==> config.mk <==
export PLATFORM = sky130hd
export DESIGN_NAME = pcileech_com_tx_serializer
export DESIGN_NICKNAME = d
export VERILOG_FILES = /design/src/rtl/pcileech_com_pkg.sv /design/src/rtl/pcileech_com_tx_serializer.sv
export SDC_FILE = /design/constraint.sdc
export NUM_CORES = 1
export LEC_CHECK = 0
export ABC_AREA = 1
export BUFFER_PORTS_ARGS = -buffer_cell sky130_fd_sc_hd__buf_2
export CORE_MARGIN = 5
export CORE_UTILIZATION = 50
export DETAILED_ROUTE_END_ITERATION = 16
export MAX_ROUTING_LAYER = met4
export PLACE_DENSITY = 0.77
export SYNTH_ARGS = -nofsm -noshare
export SYNTH_HDL_FRONTEND = slang
export SYNTH_SLANG_ARGS = --single-unit
==> constraint.sdc <==
create_clock -name clk -period 1.6 [get_ports clk]
set_input_delay 0.24 -clock clk [delete_from_list [all_inputs] [get_ports clk]]
set_output_delay 0.24 -clock clk [all_outputs]
set_load 0.01 [all_outputs]
==> src/rtl/pcileech_com_pkg.sv <==
// Shared definitions for the COM-core TX/RX dword path: resync marker value
// and the TX serializer state encoding.
package pcileech_com_pkg;

   // Marker dword; a pair of these lets the far-end packer realign its phase.
   localparam logic [31:0] COM_RESYNC_DWORD = 32'h66665555;

   typedef enum logic [2:0] {
      IDLE,
      HI,
      LO,
      RS0,
      RS1
   } com_tx_ser_state_t;

endpackage

==> src/rtl/pcileech_com_tx_serializer.sv <==
// 64->32 TX serializer. Each accepted 64-bit word leaves as two dwords,
// [63:32] first, so the far-end packer ({acc<<32}|dw) rebuilds it.
// Optional feature macro: COM_TX_RESYNC_EN. When defined, two-dword resync
// markers are inserted at 64-bit boundaries: one pair out of reset, one after
// IDLE_RESYNC_CYCLES idle cycles, and one per resync_req. When undefined the
// stream is pure data and resync_req is ignored.
module pcileech_com_tx_serializer
   import pcileech_com_pkg::*;
#(
   parameter int IDLE_RESYNC_CYCLES = 1024,
   parameter int STAT_W             = 32
) (
   input  logic              clk,
   input  logic              rst,
   input  logic [63:0]       s_data,
   input  logic              s_valid,
   output logic              s_ready,
   output logic [31:0]       m_data,
   output logic              m_valid,
   input  logic              m_ready,
   input  logic              resync_req,
   output logic              busy,
   output logic [STAT_W-1:0] stat_dwords
);

   com_tx_ser_state_t state_reg, state_next;
   logic [63:0]       hold_reg, hold_next;
   logic [31:0]       m_data_reg, m_data_next;
   logic              m_valid_reg, m_valid_next;
   logic [STAT_W-1:0] stat_reg;
   logic              resync_pending_reg, resync_pending_next;
   logic              rs_done;
   logic              accept;
   logic              handshake;

   // Upstream may only load at a word boundary and never while a marker pair
   // is owed, which keeps markers from ever splitting a data word.
   assign s_ready   = ~rst & ~resync_pending_reg &
                      ((state_reg == IDLE) | ((state_reg == LO) & m_ready));
   assign accept    = s_valid & s_ready;
   assign handshake = m_valid_reg & m_ready;

   assign m_data      = m_data_reg;
   assign m_valid     = m_valid_reg;
   assign stat_dwords = stat_reg;
   assign busy        = ~rst & ((state_reg != IDLE) | resync_pending_reg);

   // Next-state and next-output logic; outputs only move on a handshake or
   // from IDLE, so m_data/m_valid stay frozen while stalled.
   always_comb begin
      state_next   = state_reg;
      hold_next    = hold_reg;
      m_data_next  = m_data_reg;
      m_valid_next = m_valid_reg;
      rs_done      = 1'b0;
      case (state_reg)
         IDLE: begin
            if (accept) begin
               hold_next    = s_data;
               m_data_next  = s_data[63:32];
               m_valid_next = 1'b1;
               state_next   = HI;
            end else if (resync_pending_reg) begin
               m_data_next  = COM_RESYNC_DWORD;
               m_valid_next = 1'b1;
               state_next   = RS0;
            end else begin
               m_valid_next = 1'b0;
            end
         end
         HI: begin
            if (m_ready) begin
               m_data_next = hold_reg[31:0];
               state_next  = LO;
            end
         end
         LO: begin
            if (m_ready) begin
               if (accept) begin
                  hold_next    = s_data;
                  m_data_next  = s_data[63:32];
                  m_valid_next = 1'b1;
                  state_next   = HI;
               end else if (resync_pending_reg) begin
                  m_data_next  = COM_RESYNC_DWORD;
                  m_valid_next = 1'b1;
                  state_next   = RS0;
               end else begin
                  m_valid_next = 1'b0;
                  state_next   = IDLE;
               end
            end
         end
         RS0: begin
            if (m_ready) begin
               state_next = RS1;
            end
         end
         RS1: begin
            if (m_ready) begin
               m_valid_next = 1'b0;
               rs_done      = 1'b1;
               state_next   = IDLE;
            end
         end
         default: begin
            m_valid_next = 1'b0;
            state_next   = IDLE;
         end
      endcase
   end

   // State, holding register and output registers.
   always_ff @(posedge clk) begin
      if (rst) begin
         state_reg   <= IDLE;
         hold_reg    <= 64'd0;
         m_data_reg  <= 32'd0;
         m_valid_reg <= 1'b0;
      end else begin
         state_reg   <= state_next;
         hold_reg    <= hold_next;
         m_data_reg  <= m_data_next;
         m_valid_reg <= m_valid_next;
      end
   end

   // Transmitted-dword counter, resync dwords included; wraps naturally.
   always_ff @(posedge clk) begin
      if (rst) begin
         stat_reg <= '0;
      end else if (handshake) begin
         stat_reg <= stat_reg + STAT_W'(1);
      end
   end

`ifdef COM_TX_RESYNC_EN
   localparam int IDLE_W = $clog2(IDLE_RESYNC_CYCLES + 1);
   localparam logic [IDLE_W-1:0] IDLE_MAX    = IDLE_W'(IDLE_RESYNC_CYCLES);
   localparam logic [IDLE_W-1:0] IDLE_MAX_M1 = IDLE_W'(IDLE_RESYNC_CYCLES - 1);
   localparam logic PENDING_RST = 1'b1;

   logic [IDLE_W-1:0] idle_cnt_reg;
   logic              idle_step;
   logic              idle_hit;
   logic              req_set;

   // Counter saturates at the threshold, so the crossing fires exactly once
   // per idle stretch; only a data accept re-arms it.
   assign idle_step = (state_reg == IDLE) & ~s_valid & (idle_cnt_reg != IDLE_MAX);
   assign idle_hit  = idle_step & (idle_cnt_reg == IDLE_MAX_M1);
   // Requests seen while a pair is already going out merge into that pair.
   assign req_set   = resync_req & (state_reg != RS0) & (state_reg != RS1);

   always_comb begin
      resync_pending_next = (resync_pending_reg & ~rs_done) | req_set | idle_hit;
   end

   // Idle-cycle counter driving the automatic resync.
   always_ff @(posedge clk) begin
      if (rst) begin
         idle_cnt_reg <= '0;
      end else if (accept) begin
         idle_cnt_reg <= '0;
      end else if (idle_step) begin
         idle_cnt_reg <= idle_cnt_reg + IDLE_W'(1);
      end
   end
`else
   localparam logic PENDING_RST = 1'b0;
   logic unused_resync_req;
   logic unused_rs_done;

   assign unused_resync_req = resync_req;
   assign unused_rs_done    = rs_done;

   always_comb begin
      resync_pending_next = 1'b0;
   end
`endif

   // Resync-owed flag; with the feature on it is set out of reset so a pair
   // precedes any data.
   always_ff @(posedge clk) begin
      if (rst) begin
         resync_pending_reg <= PENDING_RST;
      end else begin
         resync_pending_reg <= resync_pending_next;
      end
   end

endmodule

==> Yosys cells after proc, flatten, opt, wreduce, memory -nomap -nowiden <==
Cells that the tools add are included.
{ "word_totals": {"output_inout_bits": 67, "input_bits": 69, "word_cells": 50, "ff_bits": 132} }
{ "op_classes": {"muxes": 18, "bitwise_logic": 8, "reduce_logical": 9, "addsub": 1, "n_eq_ne": 9} }
{ "op_table": {"columns": ["op", "n"], "rows": [
  ["2-to-1 mux 64 bit", 2],
  ["one-hot mux 64 bit (2 select lines)", 1],
  ["2-to-1 mux 32 bit", 3],
  ["one-hot mux 32 bit (3 select lines)", 1],
  ["adder 32 x 1 -> 32 bit (second input constant)", 1],
  ["2-to-1 mux 3 bit", 5],
  ["one-hot mux 3 bit (5 select lines)", 1],
  ["inequality test 2 bit (second input constant)", 5],
  ["equality test 3 x 2 -> 1 bit (second input constant)", 2],
  ["AND reduction 3 bit", 2],
  ["nonzero test 3 bit", 2],
  ["AND 1 bit", 5],
  ["AND reduction 5 bit", 1],
  ["2-to-1 mux 1 bit", 4],
  ["one-hot mux 1 bit (4 select lines)", 1],
  ["equality test 3 x 1 -> 1 bit (second input constant)", 1],
  ["equality test 3 bit (second input constant)", 1],
  ["logical NOT 3 bit", 1],
  ["NOT 1 bit", 2],
  ["AND reduction 2 bit", 1],
  ["nonzero test 2 bit", 1],
  ["OR reduction 2 bit", 1],
  ["bitwise OR 1 bit", 1]
]} }

==> Logic depth before layout (Yosys ltp) <==
Gate-level depths: netlist (run 1).
{ "logic_depth": {"word_depth": 8, "ltp_mapped": 10} }

==> Least setup slack after synthesis (run 1) <==
No wires, ideal clock.
{ "synth_path": {"path_kind": "reg-to-reg", "start": "register stat_reg[0] (netlist: stat_dwords[0])", "end": "register stat_reg[22] (netlist: stat_dwords[22])", "path_stages_with_launch": 10, "setup_ps": 64, "t_required_ps": 1536, "setup_slack_ps": 82, "t_arrival_ps": 1454, "path_buffers": 0, "cell_sequence": "dfxtp_1 -> ha_1 -> nand2_1 -> nor2_1 -> nand4_2 -> nor2_2 -> nand3_1 -> nand2_1 -> inv_1 -> nor2_1"} }
{ "synth_between": {"elab_chain_cells": 1} }
{ "synth_rtl": {"columns": ["item", "line", "source"], "rows": [
  ["start: declaration", "pcileech_com_tx_serializer.sv:30", "logic [STAT_W-1:0] stat_reg;"],
  ["start signal: assignment", "pcileech_com_tx_serializer.sv:133", "stat_reg <= stat_reg + STAT_W'(1);"],
  ["adder 32 x 1 -> 32 bit", "pcileech_com_tx_serializer.sv:133", null]
]} }
Every way passes these cells.
A chain may end at the register's enable or synchronous reset.

==> Final worst setup path (run 1) <==
{ "layout_path": {"start": "register state_reg[0]", "end": "register m_data_reg[7] (netlist: m_data[7])"} }
{ "layout_between": {"elab_chain_cells": 8, "word_cells_on_any_way": 14, "classes_between": "4 x eq/ne; 3 x mux; 4 x bitwise; 3 x reduce/logical"} }
{ "layout_rtl": {"columns": ["item", "line", "source"], "rows": [
  ["start: declaration", "pcileech_com_tx_serializer.sv:26", "com_tx_ser_state_t state_reg, state_next;"],
  ["start signal: assignment", "pcileech_com_tx_serializer.sv:121", "state_reg <= state_next;"],
  ["equality test 3 x 2 -> 1 bit", "pcileech_com_tx_serializer.sv:39, pcileech_com_tx_serializer.sv:56", null],
  ["AND 1 bit", "pcileech_com_tx_serializer.sv:39", "((state_reg == IDLE) | ((state_reg == LO) & m_ready));"],
  ["bitwise OR 1 bit", "pcileech_com_tx_serializer.sv:39", null],
  ["AND 1 bit", "pcileech_com_tx_serializer.sv:38", "assign s_ready = ~rst & ~resync_pending_reg &"],
  ["AND 1 bit", "pcileech_com_tx_serializer.sv:40", "assign accept = s_valid & s_ready;"],
  ["2-to-1 mux 32 bit (2 in series)", null, null],
  ["one-hot mux 32 bit (3 select lines)", "pcileech_com_tx_serializer.sv:56", "case (state_reg)"],
  ["end signal: assignment", "pcileech_com_tx_serializer.sv:123", "m_data_reg <= m_data_next;"],
  ["end: declaration", "pcileech_com_tx_serializer.sv:28", "logic [31:0] m_data_reg, m_data_next;"]
]} }
Parallel ways exist; a longest one is shown, timed or not. The select of a mux whose other input is x is not followed.

==> impl_metrics.json, run 1 <==
{
  "cts-hold-fix-buffers": 0,
  "ir_worst_vdd_mv": 0.4314,
  "antenna_found_initial": 0,
  "rsz0062_at_grt": "true",
  "relSlewSlack_pct": 79.17,
  "fp.dieArea_um2": 11650,
  "min-delay-path-class": "primary input to register",
  "crit_arrival_ns": 1.89,
  "place_area_um2": 5761,
  "max_cap_violations": 0,
  "via_per_inst": 5.034,
  "crit_start": "state_reg[0]$_SDFFE_PP0P_",
  "ios": 136,
  "setup_viol": 1,
  "avgSynthCellArea_um2": 6.465,
  "min_path_cells": 3,
  "r2r_slack_ns": -0.008,
  "syn_area_um2": 4797,
  "finalHoldViolations": 0,
  "regArea_um2": 2011,
  "numClockSinks": 100,
  "avgRoutedWirePerCell_um": 13.72,
  "die_h_um": 108.0,
  "routed_wl_um": 14170,
  "grt_pass1_vias": 4614,
  "vias": 5200,
  "place_inst": 1005,
  "min_period_over_period_pct": 100.5,
  "die_width_um": 108.0,
  "insertion_delay_ns": 0.37,
  "numCtsBuffers": 9,
  "track_usage_pct": 22.20,
  "synth.distinct_cells": 30,
  "min_from": "s_data[8]",
  "finalWorstSetupSlack_ns": -0.007564,
  "final_core_utilization_pct": 68.09,
  "synth-seq-cells": 100,
  "failed_checks": "negative setup slack",
  "finish.net_count": 969,
  "status": "finished with violations",
  "fillers": 832,
  "num_antenna_cells": 0,
  "row_count": 35,
  "synthCells": 742,
  "drt_iter0_drc": 328,
  "ys_warn_count": 0,
  "synth_top_area_share_pct": 41.73,
  "initial_core_util_pct": 51.67,
  "yosys-top-cells-area": "dfxtp_1 (42%), nand2_1 (15%), nor2_1 (10%)",
  "r2r-end": "m_data[7]$_SDFFE_PP0P_",
  "worst_clock_skew_ns": 0.009949,
  "fin_crit_ns": 1.608,
  "synth.net_count": 812,
  "clk_pin_slew_ns": 0.10,
  "worstSetupStartpointType": "register",
  "hpwl_um": 9015,
  "final_antenna_net_count": 0,
  "rr_worst_depth": 10,
  "crit_type": "register to register",
  "layout_common_cells": "nand2_1 (167), buf_2 (134), nor2_1 (118), inv_1 (98), dfxtp_1 (93)",
  "grt_max_degree": 65,
  "final_area_um2": 6321,
  "yosysSeqAreaShare_pct": 41.73,
  "grt_overflow": 0,
  "ctsHtreeMaxLevel": 3,
  "timing.fmax_mhz": 622.1,
  "r2r_start": "state_reg[0]$_SDFFE_PP0P_",
  "clockRootBuffer": "clkbuf_8",
  "crit_path_end_kind": "register",
  "finalWeightedCongestion": 0.8839,
  "grt_pass1_wl_um": 20550,
  "first_pass_iters": 5,
  "fin_cells": 1033,
  "holdPathEnd": "hold_reg[8]$_SDFFE_PP0P_",
  "p_per_area_nw_per_um2": 836.1,
  "core_area_um2": 9284,
  "numPortBuffers": 134,
  "syn2layout_area_growth_pct": 31.77,
  "drive_above_1_share_pct": 28.32,
  "worstPathMaxFanout": 17,
  "required_ns": 1.88,
  "drcViolationCount": 0,
  "yosys.area.top_type": "dfxtp_1",
  "clockBufferDepth": 2,
  "final_max_slew_viol_count": 0,
  "worstMarginPinSlew_ns": 0.3096,
  "layout.cells.most_common": "nand2_1",
  "multi_input_area_um2": 2419,
  "tritoncts": "yes",
  "power.leakage_uw": 0.002948
}
==> cells by family (layout without fill, tap and decap cells) <==
| logic type | Yosys count | count (layout) | share of synthesized area (%) |
|---|---|---|---|
| buffers and inverters | 134 | 296 | 11.66 |
| AND/OR/NAND/NOR | 367 | 367 | 30.88 |
| flip-flops | 100 | 100 | 41.73 |
| adder cells (fa/ha/maj) | 1 | 1 | 0.2608 |
| XOR/XNOR | 6 | 6 | 1.095 |
| AO/OA/AOI/OAI | 134 | 134 | 14.37 |
==> layer usage <==
metal	share of wire [%]	wire, um	global-route usage [%]	vias up
met3	5.8	822	3.761	18
met2	51	7288	38.32	182
met1	41	5874	26.56	2393
met4	1.3	188	6.763	0
li1	-	-	-	2607
met5	0	0	-	-
==> metrics by stage <==
stage               power (uW)    TNS, ns  hold slack, ns  worst slack, ns
global route              5571     -2.103          0.1549         -0.08879
floorplan                 3313          0          0.4114          0.08196
finish                    5285  -0.007564          0.1459        -0.007564
detailed placement        3610   -0.03908          0.4395         -0.02337
global placement          3572          0          0.4312          0.04676
CTS                       5143          0          0.1291          0.01017
==> worst max-delay path: stages (launching register included) <==
cell and delay [ns]:
dfxtp_2 0.35, inv_2 0.09, nand2_4 0.07, nor3_4 0.23, nand2_4 0.11, a21oi_4 0.18
buf_12 0.16, buf_8 0.15, nand2_1 0.07, nand2_1 0.08, nor2_1 0.04
==> cells in the mapped netlist <==
library cell	number
buf_1	5
inv_2	2
o21bai_1	1
nor3_1	6
nand2_1	191
and3_1	1
xor2_1	5
inv_1	100
nor2_1	131
clkbuf_1	12
nand2_2	3
o21a_1	2
ha_1	1
a21oi_4	1
nor2_2	2
nor4_1	1
o21ai_0	77
nor2_4	1
nor3b_1	1
nand4_1	7
o21ai_1	1
buf_6	6
nand3_1	20
dfxtp_1	100
nand4_2	1
xnor2_1	1
nor3_4	1
a21oi_1	52
buf_2	9
nand3b_1	1
==> final cells by class <==
cell class                      instances  share of cell area (%)
Clock inverter                          6                  0.7324
Inverter                              102                   6.097
Multi-Input combinational cell        508                   38.26
Timing Repair Buffer                  178                   18.37
Tap cell                              129                   2.553
Sequential cell                       100                   31.81
Clock buffer                           10                   2.177
==> where the power goes <==
group	switching, uW	leakage (uW)	total (uW)	internal (uW)
combinational	588	0.00204	1020	436
clock	924	0.0000893	1540	619
sequential	69.6	0.000822	2720	2650
==> repair_timing <==
| action | 4_1_cts | 5_1_grt |
|---|---|---|
| buffers inserted | 0 | 6 |
| pin swaps | 0 | 14 |
| gates cloned | 0 | 6 |
| endpoints found under the setup margin | 5 | 53 |
| gates resized for setup | 4 | 62 |
==> how the worst max path moves through the flow <==
stage	to
floorplan	stat_dwords[22]$_SDFFE_PP0P_
global placement	stat_dwords[19]$_SDFFE_PP0P_
detailed placement	stat_dwords[21]$_SDFFE_PP0P_
CTS	m_data[11]$_SDFFE_PP0P_
global route	stat_dwords[21]$_SDFFE_PP0P_
finish	m_data[7]$_SDFFE_PP0P_
(Power assumes the default switching activity.)
==> run 2: changes to the inputs <==
- CORE_ASPECT_RATIO: not set -> 1.4
==> run 2 against run 1 <==
The run still ends with negative setup slack left; die area up 0.23%; cell count shrank 1.5%; clock power grew 36%; critical path depth unchanged; fmax rose by 0.42%; critical endpoint is now m_data[0]$_SDFFE_PP0P_; highest routed layer unchanged.
==> impl_metrics.json, run 2 (synthesis results as in run 1) <==
{
  "slowest_delay_ns": 0.33,
  "clockRootBuffer": "clkbuf_16",
  "relSlewSlack_pct": 77.25,
  "cp_common_cell": "nand2_1",
  "grt_pass1_wl_um": 21330,
  "finish.net_count": 972,
  "setup_viol": 1,
  "crit_type": "register to register",
  "final_area_um2": 6312,
  "place_area_um2": 5724,
  "fp.dieArea_um2": 11680,
  "num_antenna_cells": 0,
  "failed_checks": "negative setup slack",
  "grt_overflow": 0,
  "finalWorstSetupSlack_ns": -0.0007894,
  "worst_clock_skew_ns": 0.006090,
  "finalHoldViolations": 0,
  "numPortBuffers": 134,
  "worstMarginPinSlew_ns": 0.3413,
  "syn2layout_area_growth_pct": 31.59,
  "ctsHtreeMaxLevel": 3,
  "grt_max_degree": 67,
  "die_h_um": 125.9,
  "layout.cells.most_common": "nand2_1",
  "min_path_cells": 3,
  "path_cells": "inv_2, nand2_4, nor3_4, nand2_2, a21oi_4, buf_12, clkbuf_16, nand2_1, nand2_1, nor2_1",
  "drt_iter0_drc": 243,
  "insertion_delay_ns": 0.34,
  "max_cap_violations": 0,
  "min-delay-path-class": "primary input to register",
  "numCtsBuffers": 9,
  "hpwl_um": 9505,
  "finalWeightedCongestion": 0.9452,
  "grt_pass1_vias": 4835,
  "layout_common_cells": "nand2_1 (189), buf_2 (134), nor2_1 (123), inv_1 (98), dfxtp_1 (95)",
  "ios": 136,
  "required_ns": 1.83,
  "row_count": 42,
  "timing.fmax_mhz": 624.7,
  "cts-hold-fix-buffers": 0,
  "routed_wl_um": 13830,
  "clockBufferDepth": 2,
  "tritoncts": "yes",
  "clk_pin_slew_ns": 0.07,
  "min_period_over_period_pct": 100.0,
  "regArea_um2": 2011,
  "worstSetupStartpointType": "register",
  "worstPathMaxFanout": 6,
  "first_pass_iters": 5,
  "drcViolationCount": 0,
  "slowest_stage": "dfxtp_1",
  "p_per_area_nw_per_um2": 913.3,
  "final_antenna_net_count": 0,
  "core_area_um2": 9407,
  "antenna_found_initial": 0,
  "die_width_um": 92.78,
  "rr_worst_depth": 10,
  "power.leakage_uw": 0.002974,
  "vias": 5165,
  "fin_crit_ns": 1.601,
  "numClockSinks": 100,
  "via_per_inst": 5.079,
  "avgRoutedWirePerCell_um": 13.60,
  "crit_path_end_kind": "register",
  "hold_slack_ns": 0.1769,
  "initial_core_util_pct": 51.00,
  "track_usage_pct": 22.80,
  "final_max_slew_viol_count": 0,
  "ir_worst_vdd_mv": 0.4993,
  "crit_arrival_ns": 1.83,
  "fillers": 806,
  "drive_above_1_share_pct": 25.47,
  "multi_input_area_um2": 2331,
  "status": "finished with violations"
}
run 2: cell count changes in the layout (fill, tap and decap cells not counted), sizes merged:
cell      before  now
buf          174  178
inv          104  103
clkinvlp       2    1
clkinv         2    3
run 2: where the power goes:
group | internal, uW | switching (uW) | total, uW
combinational | 410 | 537 | 947
sequential | 2650 | 74.6 | 2720
clock | 1140 | 951 | 2090
total | 4200 | 1560 | 5760
run 2: repair_timing:
item                                    in CTS  in global routing
endpoints found under the setup margin      38                 81
setup buffers                                0                 10
cloned                                       0                  5
gates resized for setup                      6                 32
pin swaps                                    0                  7
run 2: final timing paths:
kind	to	slack [ns]	from
max reg2reg	m_data[0]$_SDFFE_PP0P_	-0.0008	state_reg[2]$_SDFFE_PP0P_
min	hold_reg[31]$_SDFFE_PP0P_	0.18	s_data[31]
min reg2reg	hold_reg[1]$_SDFFE_PP0P_	0.45	hold_reg[1]$_SDFFE_PP0P_
max	m_data[0]$_SDFFE_PP0P_	-0.0008	state_reg[2]$_SDFFE_PP0P_
run 2: layout make-up:
cell class | instances | area share (%)
multi-input cells | 508 | 36.93
inverters | 102 | 6.145
well taps | 110 | 2.180
flip-flops and latches | 100 | 31.85
clock inverters | 5 | 0.5550
clock buffers | 11 | 4.004
repair buffers | 181 | 18.33
run 2: critical path: cells and delay by family, from the launching register on:
| family | cells | cell delay [ns] |
|---|---|---|
| and+or+nand+nor | 6 | 0.50 |
| buffers and inverters | 3 | 0.43 |
| DFF | 1 | 0.33 |
| AOI/OAI and AO/OA | 1 | 0.21 |
run 2: stage by stage:
step	cells	TNS [ns]	utilization [%]	total power, uW	setup slack, ns
5_1_grt	1017	-1.009	67.11	6042	-0.08560
3_5_place_dp	986	-1.579	60.85	3611	-0.07445
3_3_place_gp	986	0	60.85	3579	0.02452
6_report	1017	-0.0007894	67.11	5765	-0.0007894
4_1_cts	1002	0	64.13	5696	0.0003271
2_1_floorplan	742	0	-	3313	0.08196
run 2: layer usage:
layer / up-vias / wire length, um / track usage (%)
li1: 2622 / - / -
met1: 2316 / 5414 / 25.37
met2: 188 / 7189 / 39.58
met3: 39 / 831 / 4.177
met4: 0 / 391 / 9.664
met5: - / 0 / -
